## src/rtl/uart_pkg.sv

```systemverilog
// ============================================================================
// Module      : uart_pkg
// Description : Shared encodings, FSM state type and timing helper for the
//               multi-format UART transmitter (and the future receiver).
//               The BREAK state exists only when UART_TX_BREAK_EN is defined.
// Revision    : 1.0 - initial release
// ============================================================================
`default_nettype none

package uart_pkg;

  // Parity-mode encodings of cfg_parity; 2'b11 is reserved and behaves as none
  localparam logic [1:0] PAR_NONE = 2'b00;
  localparam logic [1:0] PAR_EVEN = 2'b01;
  localparam logic [1:0] PAR_ODD  = 2'b10;

  // Data-bit encodings of cfg_data_bits
  localparam logic [1:0] DBITS_5 = 2'b00;
  localparam logic [1:0] DBITS_6 = 2'b01;
  localparam logic [1:0] DBITS_7 = 2'b10;
  localparam logic [1:0] DBITS_8 = 2'b11;

  // Transmit engine states
  typedef enum logic [2:0] {
    S_IDLE   = 3'd0,
    S_START  = 3'd1,
    S_DATA   = 3'd2,
    S_PARITY = 3'd3,
    S_STOP   = 3'd4
`ifdef UART_TX_BREAK_EN
    ,
    S_BREAK  = 3'd5
`endif
  } tx_state_t;

  // Bit-cell length in core clocks (truncated division)
  function automatic int cycles_per_bit(input int clock_freq, input int baud_rate);
    return clock_freq / baud_rate;
  endfunction

endpackage

`default_nettype wire

```

## src/rtl/uart_fifo.sv

```systemverilog
// ============================================================================
// Module      : uart_fifo
// Description : Generic synchronous FIFO with first-word fall-through read.
//               Push is ignored when full, pop is ignored when empty.
//               DEPTH must be a power of two so the pointers wrap naturally.
// Revision    : 1.0 - initial release
// ============================================================================
`default_nettype none

module uart_fifo #(
  parameter int WIDTH = 8,
  parameter int DEPTH = 8
) (
  input  logic                     clk,
  input  logic                     reset,
  input  logic                     push,
  input  logic                     pop,
  input  logic [WIDTH-1:0]         din,
  output logic [WIDTH-1:0]         dout,
  output logic                     full,
  output logic                     empty,
  output logic [$clog2(DEPTH):0]   count
);

  localparam int AW = $clog2(DEPTH);

  logic [WIDTH-1:0] r_mem [DEPTH];
  logic [AW-1:0]    r_wr_ptr;
  logic [AW-1:0]    r_rd_ptr;
  logic [AW:0]      r_count;
  logic             w_push;
  logic             w_pop;

  assign full   = (r_count == (AW+1)'(DEPTH));
  assign empty  = (r_count == '0);
  assign count  = r_count;
  assign dout   = r_mem[r_rd_ptr];
  assign w_push = push && !full;
  assign w_pop  = pop && !empty;

  // Storage array; contents need no reset because occupancy gates every read
  always_ff @(posedge clk) begin
    if (w_push) begin
      r_mem[r_wr_ptr] <= din;
    end
  end

  // Pointers and occupancy; a simultaneous push and pop keeps the count
  always_ff @(posedge clk) begin
    if (!reset) begin
      r_wr_ptr <= '0;
      r_rd_ptr <= '0;
      r_count  <= '0;
    end else begin
      if (w_push) begin
        r_wr_ptr <= r_wr_ptr + AW'(1);
      end
      if (w_pop) begin
        r_rd_ptr <= r_rd_ptr + AW'(1);
      end
      case ({w_push, w_pop})
        2'b10:   r_count <= r_count + (AW+1)'(1);
        2'b01:   r_count <= r_count - (AW+1)'(1);
        default: r_count <= r_count;
      endcase
    end
  end

endmodule

`default_nettype wire

```

## src/rtl/uart_tx_multi.sv

```systemverilog
// ============================================================================
// Module      : uart_tx_multi
// Description : FIFO-buffered serial transmitter with runtime frame format
//               (5-8 data bits, none/even/odd parity, 1 or 2 stop bits).
//               serial_out is registered, so the line lags the engine state
//               by one clock. Optional line-break generation is enabled by
//               defining UART_TX_BREAK_EN (adds the break_req input).
// Revision    : 1.0 - initial release
// ============================================================================
`default_nettype none

module uart_tx_multi
  import uart_pkg::*;
#(
  parameter int CLOCK_FREQ = 125_000_000,
  parameter int BAUD_RATE  = 115_200,
  parameter int FIFO_DEPTH = 8
) (
  input  logic                          clk,
  input  logic                          reset,
  input  logic [7:0]                    data_in,
  input  logic                          data_in_valid,
  output logic                          data_in_ready,
  input  logic [1:0]                    cfg_data_bits,
  input  logic [1:0]                    cfg_parity,
  input  logic                          cfg_stop2,
`ifdef UART_TX_BREAK_EN
  input  logic                          break_req,
`endif
  output logic                          serial_out,
  output logic                          busy,
  output logic [$clog2(FIFO_DEPTH):0]   fifo_count
);

  localparam int CYCLES_PER_BIT = cycles_per_bit(CLOCK_FREQ, BAUD_RATE);
  localparam int CNT_W          = (CYCLES_PER_BIT > 1) ? $clog2(CYCLES_PER_BIT) : 1;

  tx_state_t        r_state;
  logic [CNT_W-1:0] r_cell_cnt;
  logic [2:0]       r_bit_idx;
  logic [2:0]       r_last_idx;
  logic [7:0]       r_shift;
  logic             r_par_en;
  logic             r_par_bit;
  logic             r_stop2;

  logic [7:0]       w_fifo_dout;
  logic             w_fifo_full;
  logic             w_fifo_empty;
  logic             w_break;
  logic             w_cell_end;
  logic             w_stop_done;
  logic             w_pop;
  logic [7:0]       w_mask;
  logic             w_par_en;
  logic             w_par_bit;

  uart_fifo #(
    .WIDTH (8),
    .DEPTH (FIFO_DEPTH)
  ) u_fifo (
    .clk   (clk),
    .reset (reset),
    .push  (data_in_valid),
    .pop   (w_pop),
    .din   (data_in),
    .dout  (w_fifo_dout),
    .full  (w_fifo_full),
    .empty (w_fifo_empty),
    .count (fifo_count)
  );

`ifdef UART_TX_BREAK_EN
  assign w_break = break_req;
`else
  assign w_break = 1'b0;
`endif

  assign data_in_ready = !w_fifo_full;
  assign busy          = (r_state != S_IDLE) || (fifo_count != '0);

  assign w_cell_end  = (r_cell_cnt == CNT_W'(CYCLES_PER_BIT - 1));
  // r_bit_idx counts stop cells here: done after cell 0 (one stop) or cell 1 (two)
  assign w_stop_done = (r_state == S_STOP) && w_cell_end && (r_bit_idx[0] == r_stop2);
  // A pending break takes priority over starting the next frame
  assign w_pop       = !w_fifo_empty && !w_break && ((r_state == S_IDLE) || w_stop_done);

  // Frame attributes derived from the cfg inputs at the moment of the pop
  assign w_mask    = 8'hFF >> (2'd3 - cfg_data_bits);
  assign w_par_en  = (cfg_parity == PAR_EVEN) || (cfg_parity == PAR_ODD);
  assign w_par_bit = (^(w_fifo_dout & w_mask)) ^ (cfg_parity == PAR_ODD);

  // Transmit engine: drives the registered line level for the current state
  always_ff @(posedge clk) begin
    if (!reset) begin
      r_state    <= S_IDLE;
      serial_out <= 1'b1;
      r_cell_cnt <= '0;
      r_bit_idx  <= '0;
      r_last_idx <= '0;
      r_shift    <= '0;
      r_par_en   <= 1'b0;
      r_par_bit  <= 1'b0;
      r_stop2    <= 1'b0;
    end else begin
      r_cell_cnt <= (r_state == S_IDLE || w_cell_end) ? '0 : r_cell_cnt + CNT_W'(1);

      case (r_state)
        S_IDLE: begin
          serial_out <= 1'b1;
          if (w_pop) begin
            r_state <= S_START;
          end
`ifdef UART_TX_BREAK_EN
          if (break_req) begin
            r_state <= S_BREAK;
          end
`endif
        end

        S_START: begin
          serial_out <= 1'b0;
          if (w_cell_end) begin
            r_bit_idx <= '0;
            r_state   <= S_DATA;
          end
        end

        S_DATA: begin
          serial_out <= r_shift[0];
          if (w_cell_end) begin
            r_shift <= {1'b0, r_shift[7:1]};
            if (r_bit_idx == r_last_idx) begin
              r_bit_idx <= '0;
              r_state   <= r_par_en ? S_PARITY : S_STOP;
            end else begin
              r_bit_idx <= r_bit_idx + 3'd1;
            end
          end
        end

        S_PARITY: begin
          serial_out <= r_par_bit;
          if (w_cell_end) begin
            r_bit_idx <= '0;
            r_state   <= S_STOP;
          end
        end

        S_STOP: begin
          serial_out <= 1'b1;
          if (w_cell_end) begin
            if (w_stop_done) begin
              r_bit_idx <= '0;
              r_state   <= w_pop ? S_START : S_IDLE;
`ifdef UART_TX_BREAK_EN
              if (break_req) begin
                r_state <= S_BREAK;
              end
`endif
            end else begin
              r_bit_idx <= r_bit_idx + 3'd1;
            end
          end
        end

`ifdef UART_TX_BREAK_EN
        // Hold the line low; on release reuse a single stop cell as the high guard
        S_BREAK: begin
          serial_out <= 1'b0;
          r_cell_cnt <= '0;
          if (!break_req) begin
            r_bit_idx <= '0;
            r_stop2   <= 1'b0;
            r_state   <= S_STOP;
          end
        end
`endif

        default: begin
          serial_out <= 1'b1;
          r_state    <= S_IDLE;
        end
      endcase

      // Latch the popped word together with its frame format
      if (w_pop) begin
        r_shift    <= w_fifo_dout;
        r_last_idx <= 3'd4 + {1'b0, cfg_data_bits};
        r_par_en   <= w_par_en;
        r_par_bit  <= w_par_bit;
        r_stop2    <= cfg_stop2;
        r_bit_idx  <= '0;
      end
    end
  end

endmodule

`default_nettype wire

```

## config.mk

```make
export PLATFORM = sky130hd
export DESIGN_NAME = uart_tx_multi
export DESIGN_NICKNAME = d
export VERILOG_FILES = /design/src/rtl/uart_pkg.sv /design/src/rtl/uart_fifo.sv /design/src/rtl/uart_tx_multi.sv
export SDC_FILE = /design/constraint.sdc
export NUM_CORES = 1
export LEC_CHECK = 0
export CORE_MARGIN = 2
export CORE_UTILIZATION = 54
export DETAILED_ROUTE_END_ITERATION = 12
export GPL_ROUTABILITY_DRIVEN = 0
export PLACE_DENSITY_LB_ADDON = 0.25
export SLEW_MARGIN = 20
export SYNTH_ARGS = -nofsm -noshare
export SYNTH_HDL_FRONTEND = slang
export SYNTH_HIERARCHICAL = 1
export SYNTH_SLANG_ARGS = --single-unit
```

## constraint.sdc

```tcl
create_clock -name clk -period 3.4 [get_ports clk]
set_clock_uncertainty 0.15 [all_clocks]
set_input_delay 0.85 -clock clk [delete_from_list [all_inputs] [get_ports clk]]
set_output_delay 0.85 -clock clk [all_outputs]
set_load 0.05 [all_outputs]
```

==> results by group <==
Status
  – Status: completed

Hold path
  – Hold crit path type: register to register

Pwr
  – Combinational share of power: 38.6%
  – Sw Pwr: 1.40 mW
  – Clock power share: 19.9%
  – Switch share: 34.9%
  – Pwr Density: 745 mW/mm2
  – Leak pwr: 1.93 nW
  – Cell Int Power: 2.61 mW
  – Flop pwr share: 41.4%
  – VDD IR max: 488 uV

Clock tree
  – PostCTS Resize Cnt: 0
  – Reg clk slew, reported paths: 0.10 ns
  – CTS tree: yes
  – Setup Buffers After CTS: 0
  – CTS Hold Bufs: 0
  – Clk Latency, worst-skew pair: 0.37 ns
  – Longest Clk Path Bufs: 2
  – CTS Buf Count: 9
  – Clk root buf: clkbuf_8
  – H-Tree Depth: 3
  – Clock sinks: 109

Synthesis
  – Synth Flop Type: edfxtp_1
  – Synthesized Nets: 383
  – Sequential fraction of the synthesis area: 59.2%
  – Largest cells by area after synthesis: edfxtp_1, dfxtp_1, mux4_2
  – Most numerous cell in the Yosys netlist: edfxtp_1
  – EDFF count, synth: 64
  – Post-synth ARST share: 0%
  – Post-synth top area cell: edfxtp_1
  – Gate Count Post-Synth: 358
  – Top-area cell type share of the netlist area: 40.3%
  – Synth warn: 6
  – Cell variety after synth: 51
  – Mapped cell area: 0.00477 mm2
  – Commonest cells post-synth: edfxtp_1, dfxtp_1, nand2_1
  – Syn avg cell area: 13.3 um2
  – Seq cells post-synth: 109

Floorplanning
  – Row cnt: 34
  – Die area: 0.00960 mm2
  – Die W: 98.0 um
  – I/O pins: 23
  – Initial Util: 55.2%
  – Die Span Y: 98.0 um
  – Core region area: 0.00864 mm2

GRT
  – GRT overflow: 0
  – Largest net degree at the start of global routing: 22
  – Number of global-route vias before repair: 2929
  – Total GRT Usage: 19.3%
  – Initial antenna violation count: 0
  – First-pass GRT wire length: 14400 um

Route
  – DRC: 0
  – DR WL/cell: 17.0 um
  – Post-route ant nets: 0
  – Via Count: 2862
  – First-pass DRT Iterations: 4
  – Final wirelength: 8660 um
  – Vias per Instance: 5.63
  – Detailed Route Iter0 Violations: 113

Critical path
  – Most Frequent Cell on Critical Path: inv_1
  – CP Cell Sequence: buf_4, or4b_4, inv_1, inv_1, clkdlybuf4s50_1
  – Required time of the critical path: 2.40 ns
  – WP data arrival: 2.24 ns
  – Slowest cell on the critical path: clkdlybuf4s50_1
  – WS Path Type: register to output port
  – Crit path max fanout: 9
  – Crit path buf inv count: 4
  – Crit path launch type: register
  – Largest stage delay, worst path: 0.69 ns
  – Family with the most delay on the worst path: buffers and inverters
  – CP Capture Type: output port

Place
  – Buffers added on ports: 22
  – Hpwl dp: 5860 um
  – Inst Count DP: 492
  – Pre-CTS WS: 0.305 ns

Flow run
  – Max-Cap Viols: 0

STA
  – RSZ-0062 raised after global routing: no
  – Max-slew headroom: 55.3%
  – Worst Tran Pin Value: 0.665 ns
  – Pins Over Slew Limit: 0
  – Setup ws final: 0.163 ns
  – Max Fclk: 0.309 GHz
  – Hold slack: 0.321 ns
  – Final Cycle Share: 95.2%
  – Post-route minimum period: 3.24 ns
  – Setup violators final: 0
  – Final Hold Vio Count: 0
  – Fin Setup TNS: 0 ns

Layout
  – Multi-input logic area: 0.00183 mm2
  – Fin cells: 508
  – Sequential Area: 0.00282 mm2
  – # nets final: 420
  – Area growth, synth to finish: 13.0%
  – Layout cells sized above 1: 16.8%
  – Fin util: 62.4%
  – Fill cell count: 691
  – N_diodes: 0
==> per-stage QoR <==
step           area (um2)  total power, mW
5_1_grt              5390             4.28
4_1_cts              5390             4.05
6_report             5390             4.01
2_1_floorplan        4770             2.86
3_5_place_dp         5180             3.24
3_3_place_gp         5180             3.20
==> worst paths after layout <==
| kind | start | endpoint | slack [ns] | cells past startpoint |
|---|---|---|---|---|
| worst max-delay path | u_fifo/count[1] | data_in_ready | 0.16 | 5 |
| worst min-delay path | r_last_idx[1] | r_last_idx[1] | 0.32 | 2 |
| worst max register to register | r_cell_cnt[0] | u_fifo/count[2] | 0.28 | 14 |
| worst min register to register | r_last_idx[1] | r_last_idx[1] | 0.32 | 2 |
==> cell families after synthesis <==
group           count (synthesis)  share of synthesized area, %
xor+xnor                       29                          5.33
mux                            34                          11.5
fa+ha+maj                       9                          2.36
simple gates                  112                          12.7
flops                         109                          59.2
buf+inv                        24                          2.39
compound gates                 41                          6.46
==> flip-flops by register name, summed over array words and instances, names as in the netlist, named ones only <==
register,count
r_cell_cnt,11
r_state,3
r_bit_idx,3
u_fifo/count,4
r_last_idx,3
r_par_en,1
u_fifo/r_rd_ptr,3
r_stop2,1
r_par_bit,1
r_shift,8
u_fifo/r_mem,64
serial_out,1
u_fifo/r_wr_ptr,3
==> worst min-delay path: cells and delay by family (launching register included) <==
family / cells / cell delay, ns
simple gates: 1 / 0.05
flops: 1 / 0.34
compound gates: 1 / 0.04
==> power groups by stage <==
stage / clock [mW] / sequential [mW] / combinational (mW)
2_1_floorplan: 0 / 1.75 / 1.11
3_3_place_gp: 0 / 1.68 / 1.52
3_5_place_dp: 0 / 1.69 / 1.55
4_1_cts: 0.822 / 1.66 / 1.57
5_1_grt: 0.881 / 1.68 / 1.72
6_report: 0.800 / 1.66 / 1.55
==> area by class of cell <==
class                      count  area share (%)
tap                          108            2.51
sequential                   109            52.4
inverter                      10           0.697
clock buffer                  10            2.37
multi-input combinational    225            34.0
timing repair buffer          40            6.60
clock inverter                 6            1.44
==> layout by cell type (no fill, tap or decap), types with 10 or more instances in the layout <==
cell             instances
edfxtp_1                64
dfxtp_1                 45
nand2_1                 32
nor2_1                  22
clkdlybuf4s50_1         22
buf_4                   18
mux4_2                  16
xor2_1                  15
xnor2_1                 14
nand3_1                 12
mux2i_1                 10
==> per-layer routing <==
metal	GRT usage [%]	routed length [um]
met4	5.45	79
met2	30.7	4140
met3	4.22	344
met5	0	0
met1	27.3	4100
(Power assumes the default switching activity.)
